### src/rtl/bcd_to_bin.sv
// Sequential packed-BCD to binary converter: one acc*10+digit step per digit, MSD first, start/done handshake.
// Optional macro BCD_DIGIT_CHECK_EN flags any digit above 9 as an error reported with done.
module bcd_to_bin #(
    parameter int unsigned NDIG = 3,
    parameter int unsigned BW   = 10
) (
    input  logic              clk,
    input  logic              rst,
    input  logic              start,
    input  logic [4*NDIG-1:0] bcd,
    output logic              busy,
    output logic              done,
    output logic [BW-1:0]     bin,
    output logic              ovf,
    output logic              err
);
    localparam int unsigned AW = BW + 4;
    localparam int unsigned SW = AW + 4;
    localparam int unsigned CW = (NDIG > 1) ? $clog2(NDIG) : 1;
    localparam logic [CW-1:0] LAST = CW'(NDIG - 1);

    typedef enum logic [1:0] {IDLE, CONV, DONE} state_t;

    state_t            state_q, state_d;
    logic [4*NDIG-1:0] opnd_q, opnd_d;
    logic [AW-1:0]     acc_q, acc_d;
    logic [CW-1:0]     cnt_q, cnt_d;
    logic              ovf_run_q, ovf_run_d;
    logic [BW-1:0]     bin_q, bin_d;
    logic              ovf_q, ovf_d;
    logic [3:0]        digit;
    logic [SW-1:0]     step;
    logic              step_ovf;
    logic              err_now;

    // Operand shifts left each step so the digit being consumed is always in the MSBs.
    assign digit    = opnd_q[4*NDIG-1 -: 4];
    assign step     = {4'b0000, acc_q} * SW'(10) + SW'(digit);
    assign step_ovf = |step[SW-1:BW];

    always_comb begin
        state_d   = state_q;
        opnd_d    = opnd_q;
        acc_d     = acc_q;
        cnt_d     = cnt_q;
        ovf_run_d = ovf_run_q;
        bin_d     = bin_q;
        ovf_d     = ovf_q;
        case (state_q)
            IDLE: begin
                if (start) begin
                    opnd_d    = bcd;
                    acc_d     = '0;
                    cnt_d     = '0;
                    ovf_run_d = 1'b0;
                    state_d   = CONV;
                end
            end
            CONV: begin
                opnd_d    = opnd_q << 4;
                acc_d     = step[AW-1:0];
                cnt_d     = cnt_q + 1'b1;
                ovf_run_d = ovf_run_q | step_ovf;
                if (cnt_q == LAST) begin
                    state_d = DONE;
                    if (err_now) begin
                        bin_d = '0;
                        ovf_d = 1'b0;
                    end else if (ovf_run_d) begin
                        bin_d = '1;
                        ovf_d = 1'b1;
                    end else begin
                        bin_d = step[BW-1:0];
                        ovf_d = 1'b0;
                    end
                end
            end
            DONE:    state_d = IDLE;
            default: state_d = IDLE;
        endcase
    end

    always_ff @(posedge clk or posedge rst) begin
        if (rst) begin
            state_q   <= IDLE;
            opnd_q    <= '0;
            acc_q     <= '0;
            cnt_q     <= '0;
            ovf_run_q <= 1'b0;
            bin_q     <= '0;
            ovf_q     <= 1'b0;
        end else begin
            state_q   <= state_d;
            opnd_q    <= opnd_d;
            acc_q     <= acc_d;
            cnt_q     <= cnt_d;
            ovf_run_q <= ovf_run_d;
            bin_q     <= bin_d;
            ovf_q     <= ovf_d;
        end
    end

`ifdef BCD_DIGIT_CHECK_EN
    logic err_run_q, err_run_d;
    logic err_q, err_d;

    assign err_now = err_run_q | (digit > 4'd9);

    always_comb begin
        err_run_d = err_run_q;
        err_d     = err_q;
        case (state_q)
            IDLE: if (start) err_run_d = 1'b0;
            CONV: begin
                err_run_d = err_now;
                if (cnt_q == LAST) err_d = err_now;
            end
            default: ;
        endcase
    end

    always_ff @(posedge clk or posedge rst) begin
        if (rst) begin
            err_run_q <= 1'b0;
            err_q     <= 1'b0;
        end else begin
            err_run_q <= err_run_d;
            err_q     <= err_d;
        end
    end

    assign err = err_q;
`else
    assign err_now = 1'b0;
    assign err     = 1'b0;
`endif

    assign busy = (state_q != IDLE);
    assign done = (state_q == DONE);
    assign bin  = bin_q;
    assign ovf  = ovf_q;

endmodule

### config.mk
export PLATFORM = sky130hd
export DESIGN_NAME = bcd_to_bin
export DESIGN_NICKNAME = d
export VERILOG_FILES = /design/src/rtl/bcd_to_bin.sv
export SDC_FILE = /design/constraint.sdc
export NUM_CORES = 1
export LEC_CHECK = 0
export BUFFER_PORTS_ARGS = -buffer_cell sky130_fd_sc_hd__buf_2
export CAP_MARGIN = 20
export CORE_MARGIN = 2
export CORE_UTILIZATION = 40
export CTS_BUF_LIST = sky130_fd_sc_hd__clkbuf_4
export CTS_CLUSTER_DIAMETER = 150
export DETAILED_ROUTE_END_ITERATION = 10
export MAX_ROUTING_LAYER = met4
export PLACE_DENSITY = 0.56
export SYNTH_ARGS = -nofsm -noshare
export SYNTH_HDL_FRONTEND = slang
export SYNTH_SLANG_ARGS = --single-unit
### constraint.sdc
create_clock -name clk -period 4.9 [get_ports clk]
set_input_delay 0.98 -clock clk [delete_from_list [all_inputs] [get_ports clk]]
set_output_delay 0.98 -clock clk [all_outputs]
set_load 0.03 [all_outputs]
---- Yosys cells after proc, flatten, opt, wreduce, memory -nomap -nowiden ----
Index checks and enable logic that the tools add are counted.
W data, S select, Z words.
word-level totals
  flip-flop bits (word level) ............. 42
  input bits .............................. 15
  output and inout port bits .............. 14
cells by class
  add/subtract/negate cells ............... 2
  multiply operators ...................... 1
  equal/unequal tests ..................... 5
  mux-type cells .......................... 13
  bitwise gates (word level) .............. 1
  reduce and logical (&&, ||, !) cells .... 7
operators with widths
  operator                 number
  $pmux W14 S2             1
  $pmux W12 S2             1
  $add A18 B4 Y18          1
  $mul A14 B3 Y17 const B  1
  $mux W14                 1
  $mux W12                 1
  $mux W10                 1
  $pmux W2 S2              2
  $reduce_or A8 Y1         1
  $mux W2                  3
  $reduce_and A2 Y1        3
  $eq A2 B2 Y1 const B     2
  $ne A2 B2 Y1 const B     2
  $reduce_bool A2 Y1       2
  $add A2 B1 Y2 const B    1
  $eq A2 B1 Y1 const B     1
  $logic_not A2 Y1         1
  $mux W1                  2
  $pmux W1 S2              1
  $or A1 B1 Y1             1

---- Longest topological paths before layout ----
  word-level depth ........................ 5
  gate-level depth with buffers ........... 13
  mapped depth without buffers ............ 11

---- Worst setup path after synthesis ----
OpenSTA, ideal clock, no wires.
  kind .................................... register -> register
  start point ............................. reg acc_q[1]
  end point ............................... reg bin_q[0], in the netlist bin[0]
  data arrival time ....................... 3.283 ns
  slack ................................... 1.459 ns
  cell stages (with the launch flop) ...... 13
  cell sequence ........................... dfrtp_1 -> ha_1 -> ha_1 -> inv_1 -> fa_1 -> nand2b_1 -> nor3b_1 -> nand3_1 -> or2_2 -> or4_1 -> a32oi_2 -> buf_6 -> a31oi_1
on the way
  longest elaborated chain between the ends .. 5
ends and longest elaborated chain
  what                    RTL line  source
  from (decl)             26        logic [AW-1:0] acc_q, acc_d;
  from (signal assigned)  87        acc_q <= '0;
  from (signal assigned)  95        acc_q <= acc_d;
  $mul A14 B3 Y17         38        assign step = {4'b0000, acc_q} * SW'(10) + SW'(digit);
  $add A18 B4 Y18         38
  $reduce_or A8 Y1        39        assign step_ovf = |step[SW-1:BW];
  $or A1 B1 Y1            63        ovf_run_d = ovf_run_q | step_ovf;
  $mux W10                69        end else if (ovf_run_d) begin
  to (signal assigned)    98        bin_q <= bin_d;
  to (decl)               29        logic [BW-1:0] bin_q, bin_d;
No other way between the ends.
A chain may end at the register's enable or synchronous reset.

---- Worst setup path after layout ----
  start point ............................. reg acc_q[1]
  end point ............................... reg bin_q[1], in the netlist bin[1]
Same word-level chain as after synthesis.

==> summary.txt <==
Clock tree
  • CTS Buf Count: 5
  • CTS root buffer: clkbuf_4
  • Clock sink count: 42
  • Clk_lat worst skew: 360 ps
  • CTS Buffer Depth: 2
  • Post-CTS setup buffer count: 0
  • CTS resizes: 0
  • CTS tree: done
  • H-tree depth: 2
  • Clk pin slew, worst setup/hold paths: 140 ps
  • Hold_buf cts: 0

Place
  • Placed wire-length estimate: 5123 um
  • Final GP Congestion: 0.7580
  • DP Area: 3129 sq um
  • Dpl cells: 433
  • # port buffers: 27

Detailed routing
  • DR iter-0 viols: 115
  • Final wirelength: 6827 um
  • Routed wl met3: 178 um
  • Post-DRT Antenna Nets: 0
  • Remaining routing DRC violations: 0
  • DR WL/cell: 15.48 um
  • M1 wire length: 3482 um
  • DR top layer: met4
  • Via count: 2421
  • Router iterations before antenna repair: 4
  • Drt via density: 5.490
  • Met2 wire len: 3091 um

Timing
  • Rel. slew slack: 43.50%
  • Final TNS setup: 0 ps
  • Final Hold Vio Count: 0
  • RSZ-0062 raised after global routing: false
  • Final clock skew: 7.721 ps
  • Final min period: 3942 ps
  • Fin. max-slew vios: 0
  • Worst-margin pin slew: 840.5 ps
  • Fin crit share: 80.45%
  • Max frequency: 253.7 MHz
  • Setup-failing EPs final: 0

Global routing
  • First-pass GRT wire length: 11170 um
  • GRT overflow: 0
  • Initial antenna violation count: 0
  • Global Route Usage Sum: 18.44%
  • Vias in the first global route: 2296
  • Largest net degree at the start of global routing: 43

Yosys
  • Mapped Avg Cell Area: 9.143 sq um
  • #FFs+latches synth: 42
  • Predominant post-synthesis flop cell: dfrtp_1
  • Yosys warns: 0
  • Synthesized instance count: 319
  • Sequential area share after synthesis: 36.04%
  • Post-synth top area share: 36.04%
  • Post-synthesis async set-or-reset flop share: 100.0%
  • Synth area leaders: dfrtp_1 (36%), ha_1 (12%), nor2_1 (3.9%), o21ai_0 (3.8%), nand2_1 (3.6%)
  • Synth cell types: 54
  • Synth cell count leaders: dfrtp_1 (42), nor2_1 (30), ha_1 (28), nand2_1 (28), o21ai_0 (22)
  • Most frequent cell after synthesis: dfrtp_1
  • Mapped Area: 2917 sq um
  • Area leader, netlist: dfrtp_1
  • Synth Net Count: 364
  • Post-synth EDFFs: 0

Layout
  • Reg area: 1051 sq um
  • Fill cell count: 727
  • Final design utilization: 45.34%
  • Nets: 386
  • Ant. Diodes: 0
  • Final cell count without fillers: 441
  • P&R area growth vs syn: 10.94%
  • Fraction of layout cells with a size suffix above 1: 14.91%
  • Footprint of the multi-input gates: 1770 sq um
  • Final Cell Area: 3236 sq um

Run status
  • Outcome: finished clean

Flow run
  • Max-Cap Viols: 0

Floorplan
  • Starting Density: 40.87%
  • Die X-Extent: 89.39 um
  • Die height: 89.39 um
  • Core Area: 7137 sq um
  • Row cnt: 31
  • Die area: 7991 sq um
  • # IOs: 29

Worst hold path
  • HP Class: register to register
  • Hold Startpoint: opnd_q[6]$_DFFE_PP0P_

Setup path
  • CP max stage cell: nor4_1
  • Kind of critical path: register to register
  • Crit start category: register
  • Critical-path cell list: ha_1, ha_1, inv_1, fa_1, nand2b_1, a2111oi_0, a211oi_1, nor4_1, nand4_1, a32oi_2, a31oi_1
  • CP Capture Type: register
  • Worst Path Required: 5110 ps
  • Worst r2r src: acc_q[1]$_DFFE_PP0P_
  • Most frequent CP cell: ha_1
  • CP Launch Point: acc_q[1]$_DFFE_PP0P_
  • WP data arrival: 4150 ps
  • Largest fanout on the critical path: 12
  • Crit path largest cell delay: 640 ps
-- critical path: cells and delay by family (launching register included) --
family,cells,cell delay (ps)
and+or+nand+nor,3,1030
DFF,1,450
buffers and inverters,1,70
adders and majority gates,3,910
AOI/OAI and AO/OA,4,1330
-- metrics by stage --
stage / hold WS [ps] / worst slack, ps
6_report: 502.7 / 957.8
5_1_grt: 517.6 / 671.0
4_1_cts: 505.6 / 942.3
3_5_place_dp: 476.6 / 955.0
3_3_place_gp: 467.6 / 1092
2_1_floorplan: 450.2 / 1459
-- logic make-up (layout without fill, tap and decap cells) --
| group | count (synthesis) | count (layout) | share of synthesized area [%] |
|---|---|---|---|
| multiplexers | 2 | 2 | 0.7293 |
| buffers and inverters | 23 | 46 | 3.389 |
| flip-flops | 42 | 42 | 36.04 |
| AO/OA/AOI/OAI | 92 | 92 | 21.75 |
| adder cells (fa/ha/maj) | 30 | 30 | 13.39 |
| AND/OR/NAND/NOR | 115 | 115 | 20.38 |
| other | 1 | 1 | 0.1286 |
| XOR/XNOR | 14 | 14 | 4.204 |
-- layer usage --
layer | global-route usage, % | vias to the layer above
met5 | - | -
li1 | - | 1210
met2 | 27.74 | 35
met3 | 2.862 | 9
met1 | 26.25 | 1167
met4 | 3.935 | 0
-- layout by cell type (no fill, tap or decap), types with 3 or more instances in the layout --
cell type  count
a2111oi_0      3
clkinv_1       3
o21ai_0       22
a21oi_1       18
nor3b_1       10
clkbuf_4       5
xnor2_1        8
nor3_1         5
or3_1          3
nor4_1         4
a211oi_1       4
nand4_1        3
o211a_1        3
nand2_1       28
nor2_1        30
and2_1         5
dfrtp_1       42
a21o_1         7
nand3_1        6
inv_1          6
xor2_1         6
ha_1          28
nand2b_1       4
buf_2         27
or2_2          4
nor2b_1        3
a31oi_1       10
a22o_1        10
-- state kept, by name, summed over array words and instances, names as in the netlist --
signal,count
acc_q,14
bin,10
cnt_q,2
opnd_q,12
ovf,1
ovf_run_q,1
state_q,2
-- area by class of cell --
class | count | share of cell area, %
clock buffer | 5 | 1.160
multi-input combinational | 254 | 54.72
timing repair buffer | 29 | 4.640
sequential | 42 | 32.48
tap | 99 | 3.828
clock inverter | 3 | 2.127
inverter | 9 | 1.044
-- worst paths after layout --
| check | cells after the start | slack, ps | end |
|---|---|---|---|
| min reg2reg | 2 | 500 | opnd_q[6]$_DFFE_PP0P_ |
| min | 2 | 500 | opnd_q[6]$_DFFE_PP0P_ |
| max in group asynchronous | 3 | 3800 | acc_q[3]$_DFFE_PP0P_ |
| max | 11 | 960 | bin[1]$_DFFE_PP0P_ |
| max reg2reg | 11 | 960 | bin[1]$_DFFE_PP0P_ |
| min in group asynchronous | 3 | 710 | bin[4]$_DFFE_PP0P_ |
Power is left out: the tool's default activity adds up to more than one toggle a clock period on the data nets, which glitch-free logic cannot reach.
